`src/rtl/adc_sample_bridge_pkg.sv`:
```
// adc_sample_bridge_pkg: shared audio constants, output state encoding and saturating magnitude
//   WS_DEF/SW_DEF    default ADC word and sample widths
//   FRAME_RATE       codec frame rate in Hz; PEAK_WIN_DEF is a 100 ms window at that rate
//   outState_t       EMPTY/FULL encoding of the output holding register
//   satAbs(s, w)     |s| for a w-bit two's complement value, most negative value clamps to max positive
package adc_sample_bridge_pkg;

    localparam int WS_DEF       = 32;
    localparam int SW_DEF       = 16;
    localparam int FRAME_RATE   = 48000;
    localparam int PEAK_WIN_DEF = FRAME_RATE / 10;

    typedef enum logic {EMPTY = 1'b0, FULL = 1'b1} outState_t;

    // Works on a 32-bit carrier so any sample width up to 32 can share one function.
    function automatic logic [31:0] satAbs(input logic [31:0] s, input int unsigned w);
        logic [31:0] msb, mask, v, neg;
        msb  = 32'd1 << (w - 1);
        mask = (msb << 1) - 32'd1;
        v    = s & mask;
        neg  = (~v + 32'd1) & mask;
        return ((v & msb) == 32'd0) ? v : ((v == msb) ? msb - 32'd1 : neg);
    endfunction

endpackage

```
`src/rtl/adc_sample_bridge_peak_meter.sv`:
```
// audio_peak_meter: per-channel peak magnitude over a window of PEAK_WIN frames
//   iCLK_50/iRST_N  clock, synchronous active-low reset
//   frameEvent      one-cycle strobe per completed frame
//   sample          signed sample valid with frameEvent
//   peak            largest magnitude of the last completed window
//   peakValid       one-cycle pulse when peak updates
module audio_peak_meter
    import adc_sample_bridge_pkg::*;
#(
    parameter int SW       = SW_DEF,
    parameter int PEAK_WIN = PEAK_WIN_DEF
) (
    input  logic          iCLK_50,
    input  logic          iRST_N,
    input  logic          frameEvent,
    input  logic [SW-1:0] sample,
    output logic [SW-2:0] peak,
    output logic          peakValid
);

    localparam int CW = (PEAK_WIN > 1) ? $clog2(PEAK_WIN) : 1;

    logic [SW-2:0] acc, mag, mx;
    logic [CW-1:0] cnt;
    logic          last;

    always_comb begin
        mag  = (SW-1)'(satAbs(32'(sample), SW));
        mx   = (mag > acc) ? mag : acc;
        last = (cnt == CW'(PEAK_WIN - 1));
    end

    // The closing frame of a window folds its own magnitude into the reported peak.
    always_ff @(posedge iCLK_50) begin
        if (!iRST_N) begin
            acc       <= '0;
            cnt       <= '0;
            peak      <= '0;
            peakValid <= 1'b0;
        end else begin
            peakValid <= frameEvent && last;
            if (frameEvent) begin
                acc  <= last ? '0 : mx;
                cnt  <= last ? '0 : cnt + 1'b1;
                peak <= last ? mx : peak;
            end
        end
    end

endmodule

```
`src/rtl/adc_sample_bridge.sv`:
```
// adc_sample_bridge: moves ADC stereo frames into the 50 MHz domain with valid/ready and peak metering
//   iCLK_50/iRST_N       system clock, synchronous active-low reset
//   iAUD_ADCLRCK         codec LRCK, asynchronous; its rising edge marks a complete L/R pair
//   iLData/iRData        ADC reader words; sample is the low SW bits
//   oLSample/oRSample    held stereo pair, oValid/iReady handshake
//   oOverflow/iClrOvf    sticky overwrite flag and its clear (set wins)
//   oPeakL/oPeakR        per-window peak magnitudes, oPeakValid pulses on update
module adc_sample_bridge
    import adc_sample_bridge_pkg::*;
#(
    parameter int WS       = WS_DEF,
    parameter int SW       = SW_DEF,
    parameter int PEAK_WIN = PEAK_WIN_DEF
) (
    input  logic          iCLK_50,
    input  logic          iRST_N,
    input  logic          iAUD_ADCLRCK,
    input  logic [WS-1:0] iLData,
    input  logic [WS-1:0] iRData,
    output logic [SW-1:0] oLSample,
    output logic [SW-1:0] oRSample,
    output logic          oValid,
    input  logic          iReady,
    output logic          oOverflow,
    input  logic          iClrOvf,
    output logic [SW-2:0] oPeakL,
    output logic [SW-2:0] oPeakR,
    output logic          oPeakValid
);

    logic       s1, s2, s3;
    logic [1:0] primeCnt;
    logic       frameEvent;
    logic       rPeakValid;
    logic       unusedBits;
    outState_t  state, nextState;

    // Data words are stable for microseconds around the LRCK edge, so only LRCK is synchronised.
    always_ff @(posedge iCLK_50) begin
        if (!iRST_N) begin
            s1       <= 1'b0;
            s2       <= 1'b0;
            s3       <= 1'b0;
            primeCnt <= 2'd0;
        end else begin
            s1       <= iAUD_ADCLRCK;
            s2       <= s1;
            s3       <= s2;
            primeCnt <= (primeCnt == 2'd3) ? primeCnt : primeCnt + 2'd1;
        end
    end

    // Priming hides the edge seen when LRCK is already high as the synchroniser fills after reset.
    assign frameEvent = s2 && !s3 && (primeCnt == 2'd3);

    always_ff @(posedge iCLK_50) begin
        if (!iRST_N) state <= EMPTY;
        else         state <= nextState;
    end

    // A new frame always lands; acceptance in the same cycle simply retires the old pair.
    always_comb begin
        nextState = frameEvent ? FULL : ((state == FULL) && iReady) ? EMPTY : state;
    end

    assign oValid = (state == FULL);

    always_ff @(posedge iCLK_50) begin
        if (!iRST_N) begin
            oLSample  <= '0;
            oRSample  <= '0;
            oOverflow <= 1'b0;
        end else begin
            if (frameEvent) begin
                oLSample <= iLData[SW-1:0];
                oRSample <= iRData[SW-1:0];
            end
            oOverflow <= (frameEvent && (state == FULL) && !iReady) || (oOverflow && !iClrOvf);
        end
    end

    audio_peak_meter #(.SW(SW), .PEAK_WIN(PEAK_WIN)) peakL (
        .iCLK_50   (iCLK_50),
        .iRST_N    (iRST_N),
        .frameEvent(frameEvent),
        .sample    (iLData[SW-1:0]),
        .peak      (oPeakL),
        .peakValid (oPeakValid)
    );

    // Shares frameEvent with the left meter, so its pulse is identical and not needed.
    audio_peak_meter #(.SW(SW), .PEAK_WIN(PEAK_WIN)) peakR (
        .iCLK_50   (iCLK_50),
        .iRST_N    (iRST_N),
        .frameEvent(frameEvent),
        .sample    (iRData[SW-1:0]),
        .peak      (oPeakR),
        .peakValid (rPeakValid)
    );

    assign unusedBits = ^{iLData[WS-1:SW], iRData[WS-1:SW], rPeakValid};

endmodule
```
`config.mk`:
```
export PLATFORM = sky130hd
export DESIGN_NAME = adc_sample_bridge
export DESIGN_NICKNAME = d
export VERILOG_FILES = /design/src/rtl/adc_sample_bridge_pkg.sv /design/src/rtl/adc_sample_bridge_peak_meter.sv /design/src/rtl/adc_sample_bridge.sv
export SDC_FILE = /design/constraint.sdc
export NUM_CORES = 1
export LEC_CHECK = 0
export CAP_MARGIN = 20
export CORE_MARGIN = 1.5
export CORE_UTILIZATION = 54
export CTS_CLUSTER_DIAMETER = 30
export DETAILED_ROUTE_END_ITERATION = 10
export PLACE_DENSITY = 0.84
export SYNTH_ARGS = -nofsm -noshare
export SYNTH_HDL_FRONTEND = slang
export SYNTH_SLANG_ARGS = --single-unit
```
`constraint.sdc`:
```
create_clock -name iCLK_50 -period 6.8 [get_ports iCLK_50]
set_input_delay 2.04 -clock iCLK_50 [delete_from_list [all_inputs] [get_ports iCLK_50]]
set_output_delay 2.04 -clock iCLK_50 [all_outputs]
set_load 0.005 [all_outputs]
```
==> results of run 1 <==
[logic make-up (layout without fill, tap and decap cells)]
| family | after synthesis | count (layout) |
|---|---|---|
| AO/OA/AOI/OAI | 168 | 168 |
| XOR/XNOR | 37 | 37 |
| adder cells (fa/ha/maj) | 35 | 35 |
| buffers and inverters | 80 | 184 |
| flip-flops | 126 | 126 |
| multiplexers | 34 | 34 |
| AND/OR/NAND/NOR | 296 | 296 |
[how the worst min path moves through the flow]
stage,endpoint,cells after the start,startpoint,slack (ns)
2_1_floorplan,s2,1,s1,0.41
3_3_place_gp,s2,1,s1,0.43
3_5_place_dp,s2,1,s1,0.42
4_1_cts,s2,1,s1,0.44
5_1_grt,s2,1,s1,0.45
6_report,s2,1,s1,0.44
[per-stage QoR]
stage          worst slack [ns]  power (uW)  hold WS, ns
6_report                  0.668        1940        0.437
3_3_place_gp              0.458         957        0.429
3_5_place_dp              0.327         967        0.419
5_1_grt                   0.439        2000        0.447
2_1_floorplan              1.47         894        0.412
4_1_cts                   0.736        1940        0.438
[where the power goes]
| group | leakage (uW) | switching (uW) | internal, uW | total [uW] |
|---|---|---|---|---|
| logic | 0.00175 | 121 | 86.8 | 208 |
| clock network | 0.000317 | 314 | 670 | 984 |
| registers | 0.00102 | 3.70 | 746 | 749 |
[layout by cell type, fill, tap and decap left out, types with 2 or more instances in the layout]
cell | Yosys | layout
ha_1 | 35 | 35
buf_4 | 1 | 11
inv_1 | 39 | 39
or4_2 | 2 | 2
mux2i_1 | 34 | 34
nand2b_1 | 3 | 3
and3_1 | 7 | 7
or3_1 | 11 | 11
a31oi_1 | 2 | 2
o21a_1 | 3 | 3
or2_2 | 3 | 3
clkbuf_1 | 27 | 3
o22a_1 | 2 | 2
o41ai_1 | 2 | 2
nor2_1 | 43 | 43
and4_1 | 3 | 3
o21ai_1 | 13 | 13
bufinv_16 | 0 | 4
xor2_1 | 32 | 32
nor3_1 | 4 | 4
or4_1 | 4 | 4
o31ai_1 | 12 | 12
clkdlybuf4s50_1 | 0 | 101
nand3b_1 | 4 | 4
nand2_1 | 170 | 170
nor4b_1 | 2 | 2
o32ai_1 | 27 | 27
a211oi_1 | 3 | 3
and2_1 | 6 | 6
nand3_1 | 15 | 15
nand4_1 | 11 | 11
clkbuf_8 | 0 | 6
a21oi_1 | 57 | 57
o21ai_0 | 37 | 37
xnor2_1 | 5 | 5
clkbuf_16 | 0 | 17
dfxtp_1 | 126 | 126
[worst max-delay path, delay by kind of cell]
kind | cells | cell delay [ns]
AO/OA/AOI/OAI | 3 | 0.98
buffers and inverters | 2 | 0.80
multiplexers | 2 | 0.69
AND/OR/NAND/NOR | 5 | 1.57
adder cells (fa/ha/maj) | 1 | 0.33
[layer usage]
metal	global-route usage [%]	vias to the layer above	routed length [microns]	share of wire, %
met5	0	-	0	0
met4	11.9	0	384	2.4
met3	7.95	38	1250	7.7
met2	44.9	221	7810	48
met1	31.3	2779	6740	42
li1	-	2886	-	-
[sequential cells by signal, summed over array words and instances (netlist names), 2 cells and up]
name and cells:
oLSample 16, peakL.acc 15, primeCnt 2, peakR.acc 15, peakL.peak 15, peakL.cnt 13
peakR.cnt 13, peakR.peak 15, oRSample 16
[area by class of cell]
type	count	area, sq um
clock inverter	5	125
fill	854	3320
multi-input combinational	570	3510
inverter	40	150
clock buffer	26	519
timing repair buffer	113	1100
sequential	126	2520
tap	143	179
==> metrics.txt, run 1 <==
# TYPE chip_impl_metric gauge
chip_impl_info{name="outcome",value="complete, no violations"} 1
chip_impl_metric{name="io_buffer_count",unit=""} 101
chip_impl_metric{name="synth_compound_area_share",unit="%"} 16.5
chip_impl_metric{name="post_cts.resized_instances",unit=""} 0
chip_impl_metric{name="slew_worst_pin",unit="ns"} 0.756
chip_impl_info{name="tritoncts",value="yes"} 1
chip_impl_info{name="startpoint_of_the_worst_setup_timing_path",value="iLData[2]"} 1
chip_impl_info{name="crit_start_category",value="input pin"} 1
chip_impl_metric{name="setup_tns",unit="ns"} 0
chip_impl_info{name="critPathSlowestCell",value="or4_1"} 1
chip_impl_metric{name="synth_enable_flop_cells",unit=""} 0
chip_impl_metric{name="drtAntennaViolNets",unit=""} 0
chip_impl_metric{name="tritoncts.num_buffers",unit=""} 17
chip_impl_metric{name="adder_cell_share_of_the_synthesized_area",unit="%"} 6.91
chip_impl_metric{name="start_util",unit="%"} 55.5
chip_impl_metric{name="post-cts-setup-buffers",unit=""} 0
chip_impl_metric{name="power_per_cell_area",unit="nW/um^2"} 240
chip_impl_metric{name="synth.avg_cell_area",unit="sq um"} 8.17
chip_impl_metric{name="synth_area",unit="sq um"} 6340
chip_impl_metric{name="report.final.setup_viol",unit=""} 0
chip_impl_metric{name="synth_simple_gate_area_share",unit="%"} 21.4
chip_impl_info{name="crit-reg2reg-launch",value="primeCnt[0]"} 1
chip_impl_info{name="yosys_top_cell_by_area",value="dfxtp_1"} 1
chip_impl_metric{name="final_max_slew_viol_count",unit=""} 0
chip_impl_metric{name="clkTransAtPathRegs",unit="ns"} 0.05
chip_impl_info{name="combinational_family_with_the_most_area_after_synthesis",value="simple AND/OR/NAND/NOR gates"} 1
chip_impl_metric{name="wl_per_cell",unit="microns"} 15.8
chip_impl_metric{name="clk_path_buf_depth",unit=""} 2
chip_impl_metric{name="ys_async_sr_fraction",unit="%"} 0
chip_impl_metric{name="max_cap_viol_count",unit=""} 0
chip_impl_metric{name="clock_skew",unit="ns"} 0.00688
chip_impl_metric{name="place_hpwl",unit="mm"} 11.4
chip_impl_metric{name="dieWidth",unit="microns"} 111
chip_impl_info{name="root_buffer",value="clkbuf_16"} 1
chip_impl_metric{name="placedInstanceArea",unit="sq um"} 7450
chip_impl_metric{name="crit_arrival",unit="ns"} 6.42
chip_impl_metric{name="yosysUniqueCellTypes",unit=""} 54
chip_impl_metric{name="timing.final.crit_period",unit="ns"} 6.13
chip_impl_metric{name="ys_ff_latch",unit=""} 126
chip_impl_metric{name="ctsHtreeMaxLevel",unit=""} 4
chip_impl_metric{name="place.detailed.instances",unit=""} 991
chip_impl_metric{name="synth_nets",unit=""} 880
chip_impl_info{name="synth_flop_cell",value="dfxtp_1"} 1
chip_impl_info{name="timing.critical_path.cells",value="clkdlybuf4s50_1, or4_1, or3_1, o31ai_2, mux2i_1, ha_1, and4_1, and2_1, nand2_1, o21a_1, buf_4, mux2i_1, o21ai_1"} 1
chip_impl_metric{name="dr.pass1.iters",unit=""} 5
chip_impl_metric{name="floorplan.die.height",unit="microns"} 111
chip_impl_metric{name="fmax",unit="MHz"} 163
chip_impl_info{name="synth_most_common_cell",value="nand2_1"} 1
chip_impl_metric{name="totalWireLength",unit="mm"} 16.2
chip_impl_info{name="synth_top_cells_by_count",value="nand2_1, dfxtp_1, a21oi_1"} 1
chip_impl_metric{name="number_of_global_route_vias_before_repair",unit=""} 5777
chip_impl_info{name="critical_path_capture_point",value="peakL.peak[4]"} 1
chip_impl_metric{name="grt_remaining_overflow",unit=""} 0
chip_impl_info{name="timing.critical_path.to_type",value="flop"} 1
chip_impl_metric{name="final.period_utilization",unit="%"} 90.2
chip_impl_metric{name="cellLeakagePower",unit="uW"} 0.00308
chip_impl_info{name="worst-setup-path-type",value="in2reg"} 1
chip_impl_metric{name="design.die.area",unit="sq um"} 12400
chip_impl_metric{name="final-hold-violation-count",unit=""} 0
chip_impl_metric{name="layout-area-overhead-vs-synth",unit="%"} 27.8
chip_impl_metric{name="synth.mux.area_fraction",unit="%"} 5.37
chip_impl_metric{name="drc",unit=""} 0
chip_impl_metric{name="synthesis.instances",unit=""} 776
chip_impl_metric{name="floorplan.core_area",unit="sq um"} 11400
chip_impl_metric{name="r2r_slack",unit="ns"} 4.16
chip_impl_metric{name="synth.yosys.seq_area_share",unit="%"} 39.8
chip_impl_metric{name="gp_congestion",unit=""} 0.901
chip_impl_metric{name="grt_use_total",unit="%"} 26.6
chip_impl_metric{name="num_vias",unit=""} 5924
chip_impl_info{name="rsz0062_at_grt",value="false"} 1
chip_impl_metric{name="vias_per_cell",unit=""} 5.79
chip_impl_metric{name="ys_warn_count",unit=""} 0
chip_impl_metric{name="design.final.nets",unit=""} 972
chip_impl_metric{name="synthXorXnorAreaFrac",unit="%"} 5.11
chip_impl_metric{name="grt_antenna_before_repair",unit=""} 0
chip_impl_metric{name="synthDominantCellAreaShare",unit="%"} 39.8
chip_impl_metric{name="drtIter0Drc",unit=""} 343
chip_impl_info{name="yosys-top-cells-area",value="dfxtp_1, nand2_1, ha_1, mux2i_1, a21oi_1"} 1
chip_impl_info{name="critical_path.most_common_cell",value="mux2i_1"} 1
chip_impl_metric{name="worst_ir_drop_vdd",unit="mV"} 0.227
chip_impl_metric{name="ios",unit=""} 134
chip_impl_metric{name="critical-path-max-stage-delay",unit="ns"} 0.73
chip_impl_metric{name="clock_sinks",unit=""} 126
chip_impl_metric{name="layout.cells.non_filler",unit=""} 1023
chip_impl_metric{name="cp_data_required_time",unit="ns"} 7.09
chip_impl_metric{name="placementRows",unit=""} 39
chip_impl_metric{name="final_util",unit="%"} 70.9
chip_impl_metric{name="first_pass_grt_wire_length",unit="mm"} 27.0
chip_impl_metric{name="slew-limit-headroom",unit="%"} 49.6
chip_impl_metric{name="post_route_cells_drive_above_1_share",unit="%"} 5.91
chip_impl_info{name="r2r-end",value="peakR.cnt[11]"} 1
chip_impl_metric{name="fin_area",unit="sq um"} 8100
chip_impl_metric{name="insertedDiodeCount",unit=""} 0
chip_impl_metric{name="worst-path-max-fanout",unit=""} 14
chip_impl_metric{name="maximum_number_of_pins_on_one_net_before_global_route_repair",unit=""} 54
chip_impl_info{name="min-delay-path-class",value="reg2reg"} 1
chip_impl_metric{name="worst_skew_pair.late_latency",unit="ns"} 0.42
chip_impl_metric{name="cts_hold_buffers",unit=""} 0
chip_impl_metric{name="worst_r2r_path_depth",unit=""} 6
(Power assumes the default switching activity.)
==> run 2, diff against run 1 <==
--- a/config.mk
+++ b/config.mk
@@ -6,11 +6,13 @@
 export NUM_CORES = 1
 export LEC_CHECK = 0
 export CAP_MARGIN = 20
+export CORE_ASPECT_RATIO = 1.25
 export CORE_MARGIN = 1.5
 export CORE_UTILIZATION = 54
 export CTS_CLUSTER_DIAMETER = 30
 export DETAILED_ROUTE_END_ITERATION = 10
 export PLACE_DENSITY = 0.84
+export SLEW_MARGIN = 15
 export SYNTH_ARGS = -nofsm -noshare
 export SYNTH_HDL_FRONTEND = slang
 export SYNTH_SLANG_ARGS = --single-unit
==> run 2 against run 1 <==
Cell area shrank 1.0%. Worst setup slack gained 0.23 ns. Sequential power is essentially flat. Clock power shrank 8.3%. Via count shrank 2.1%. Register-to-register slack gained 0.04 ns. Non-clock buffer count shrank 2. First-iteration DRC count shrank 8.7%. Sequential share of layout area grew 0.32 points. Critical path type unchanged.
==> metrics.txt, run 2 (synthesized netlist as in run 1, its figures left out) <==
# TYPE chip_impl_metric gauge
chip_impl_info{name="worst_hold_startpoint",value="s1"} 1
chip_impl_info{name="crit_start_category",value="input pin"} 1
chip_impl_info{name="timing.critical_path.to_type",value="flop"} 1
chip_impl_metric{name="floorplan.core_area",unit="sq um"} 11500
chip_impl_metric{name="clkTransAtPathRegs",unit="ns"} 0.06
chip_impl_metric{name="power_frac_seq",unit="%"} 40.4
chip_impl_metric{name="design.die.area",unit="sq um"} 12400
chip_impl_metric{name="power.share.clock",unit="%"} 48.7
chip_impl_metric{name="worst-path-max-fanout",unit=""} 13
chip_impl_metric{name="io_buffer_count",unit=""} 101
chip_impl_metric{name="power.share.combinational",unit="%"} 10.9
chip_impl_metric{name="cp_data_required_time",unit="ns"} 7.07
chip_impl_metric{name="clock_skew",unit="ns"} 0.00916
chip_impl_metric{name="grt_antenna_before_repair",unit=""} 0
chip_impl_metric{name="setup_tns",unit="ns"} 0
chip_impl_info{name="min-delay-path-class",value="reg2reg"} 1
chip_impl_metric{name="start_util",unit="%"} 55.1
chip_impl_metric{name="post-cts-setup-buffers",unit=""} 0
chip_impl_metric{name="final.period_utilization",unit="%"} 86.7
chip_impl_metric{name="grt_use_total",unit="%"} 25.7
chip_impl_metric{name="insertedDiodeCount",unit=""} 0
chip_impl_metric{name="postLayoutSetupSlackWorst",unit="ns"} 0.901
chip_impl_metric{name="place_hpwl",unit="mm"} 10.6
chip_impl_metric{name="internal_power",unit="uW"} 1420
chip_impl_metric{name="worst_ir_drop_vdd",unit="mV"} 0.157
chip_impl_metric{name="worst_r2r_path_depth",unit=""} 9
chip_impl_info{name="timing.critical_path.max_delay_family",value="simple AND/OR/NAND/NOR gates"} 1
chip_impl_metric{name="report.final.setup_viol",unit=""} 0
chip_impl_metric{name="slew_worst_pin",unit="ns"} 0.723
chip_impl_metric{name="dieWidth",unit="microns"} 99.9
chip_impl_metric{name="final-hold-violation-count",unit=""} 0
chip_impl_metric{name="critical-path-max-stage-delay",unit="ns"} 0.73
chip_impl_metric{name="dr.pass1.iters",unit=""} 6
chip_impl_metric{name="power_per_cell_area",unit="nW/um^2"} 231
chip_impl_metric{name="clock_sinks",unit=""} 126
chip_impl_metric{name="worst_skew_pair.late_latency",unit="ns"} 0.42
chip_impl_metric{name="layout-area-overhead-vs-synth",unit="%"} 26.5
chip_impl_metric{name="final_max_slew_viol_count",unit=""} 0
chip_impl_metric{name="totalWireLength",unit="mm"} 15.5
chip_impl_metric{name="cellLeakagePower",unit="uW"} 0.00304
chip_impl_metric{name="p_sw_share",unit="%"} 23.4
chip_impl_info{name="final_cell_mix",value="nand2_1, dfxtp_1, clkdlybuf4s50_1"} 1
chip_impl_metric{name="min_delay_path_depth",unit=""} 1
chip_impl_metric{name="floorplan.die.height",unit="microns"} 124
chip_impl_metric{name="design.final.nets",unit=""} 970
chip_impl_metric{name="tritoncts.num_buffers",unit=""} 17
chip_impl_metric{name="ctsHtreeMaxLevel",unit=""} 4
chip_impl_metric{name="ios",unit=""} 134
chip_impl_info{name="r2r-end",value="peakR.acc[13]"} 1
chip_impl_metric{name="maximum_number_of_pins_on_one_net_before_global_route_repair",unit=""} 54
chip_impl_metric{name="place_ws",unit="ns"} 0.429
chip_impl_metric{name="num_vias",unit=""} 5802
chip_impl_info{name="worst-setup-path-type",value="in2reg"} 1
chip_impl_metric{name="wl_per_cell",unit="microns"} 15.3
chip_impl_metric{name="grt_remaining_overflow",unit=""} 0
chip_impl_metric{name="first_pass_grt_wire_length",unit="mm"} 25.4
chip_impl_metric{name="drc",unit=""} 0
chip_impl_metric{name="cts_hold_buffers",unit=""} 0
chip_impl_metric{name="nFillCells",unit=""} 860
chip_impl_info{name="largest_registers",value="oLSample (16), oRSample (16)"} 1
chip_impl_info{name="root_buffer",value="clkbuf_16"} 1
chip_impl_metric{name="gp_congestion",unit=""} 0.874
chip_impl_metric{name="slew-limit-headroom",unit="%"} 51.8
chip_impl_info{name="min_delay_worst_endpoint",value="s2"} 1
chip_impl_info{name="timing.critical_path.cells",value="clkdlybuf4s50_1, or4_1, nor4_4, nand2_1, nand2_1, ha_1, a21oi_1, o21ai_0, a221o_1, o21a_1, nand2_1, o32ai_1"} 1
chip_impl_info{name="crit-reg2reg-launch",value="peakR.acc[13]"} 1
chip_impl_info{name="rsz0062_at_grt",value="false"} 1
chip_impl_metric{name="vias_per_cell",unit=""} 5.72
chip_impl_info{name="mostFrequentLayoutCell",value="nand2_1"} 1
chip_impl_metric{name="timing.final.crit_period",unit="ns"} 5.90
chip_impl_metric{name="switchingPower",unit="uW"} 434
chip_impl_info{name="critPathSlowestCell",value="or4_1"} 1
chip_impl_metric{name="max_cap_viol_count",unit=""} 0
chip_impl_info{name="outcome",value="complete, no violations"} 1
chip_impl_metric{name="number_of_global_route_vias_before_repair",unit=""} 5394
chip_impl_metric{name="clk_path_buf_depth",unit=""} 2
chip_impl_metric{name="critPathBufInv",unit=""} 1
chip_impl_metric{name="r2r_slack",unit="ns"} 4.20
chip_impl_info{name="tritoncts",value="yes"} 1
chip_impl_info{name="critical_path.most_common_cell",value="nand2_1"} 1
chip_impl_metric{name="fmax",unit="MHz"} 170
chip_impl_metric{name="post_route_cells_drive_above_1_share",unit="%"} 5.59
chip_impl_metric{name="placementRows",unit=""} 44
chip_impl_metric{name="post_cts.resized_instances",unit=""} 0
chip_impl_metric{name="drtAntennaViolNets",unit=""} 0
chip_impl_metric{name="crit_arrival",unit="ns"} 6.17
chip_impl_metric{name="drtIter0Drc",unit=""} 313
[run 2: per-stage QoR]
| step | hold WS, ns | utilization (%) | std cells | area (sq um) | power, uW |
|---|---|---|---|---|---|
| floorplan | 0.412 | - | 776 | 6340 | 894 |
| global placement | 0.417 | 64.5 | 983 | 7420 | 959 |
| detailed placement | 0.422 | 64.5 | 983 | 7420 | 963 |
| CTS | 0.434 | 69.6 | 1013 | 8000 | 1860 |
| global route | 0.443 | 69.7 | 1015 | 8020 | 1920 |
| finish | 0.429 | 69.7 | 1015 | 8020 | 1850 |
[run 2: routing by layer]
layer | vias up | wire (microns) | track usage [%]
li1 | 2885 | - | -
met1 | 2736 | 6670 | 31.0
met2 | 149 | 7640 | 43.4
met3 | 32 | 920 | 7.58
met4 | 0 | 275 | 9.60
met5 | - | 0 | 0
[run 2: power by group through the flow]
stage	clock network, uW	registers, uW	logic, uW
5_1_grt	944	750	224
2_1_floorplan	0	765	129
6_report	902	749	203
4_1_cts	908	749	200
3_5_place_dp	0	765	198
3_3_place_gp	0	765	194
[run 2: worst reg2reg max path, cell delays in order (launching register included)]
cell and delay, ns:
dfxtp_1 0.34, inv_1 0.06, ha_1 0.34, nand4_1 0.11, nor3_1 0.35, o31ai_1 0.16
a22oi_1 0.23, buf_4 0.27, nand2_1 0.37, o32ai_1 0.26
[run 2: worst max-delay path by stage]
stage	end	slack (ns)	cells past startpoint	start
after floorplan	peakL.acc[10]	1.47	13	iLData[2]
after global placement	peakR.acc[14]	0.47	12	iRData[2]
after detailed placement	peakR.acc[5]	0.43	12	iRData[2]
after CTS	peakR.acc[13]	0.73	12	iRData[2]
after global routing	peakL.acc[12]	0.66	12	iLData[2]
final	peakL.acc[10]	0.90	12	iLData[2]
[run 2: layout make-up]
type                    instances  area (sq um)  area share, %
clock buffers                  23           468           5.84
clock inverters                 7           113           1.40
inverters                      40           150           1.87
multi-input cells             570          3510           43.8
flip-flops and latches        126          2520           31.5
well taps                     138           173           2.15
repair buffers                111          1080           13.5
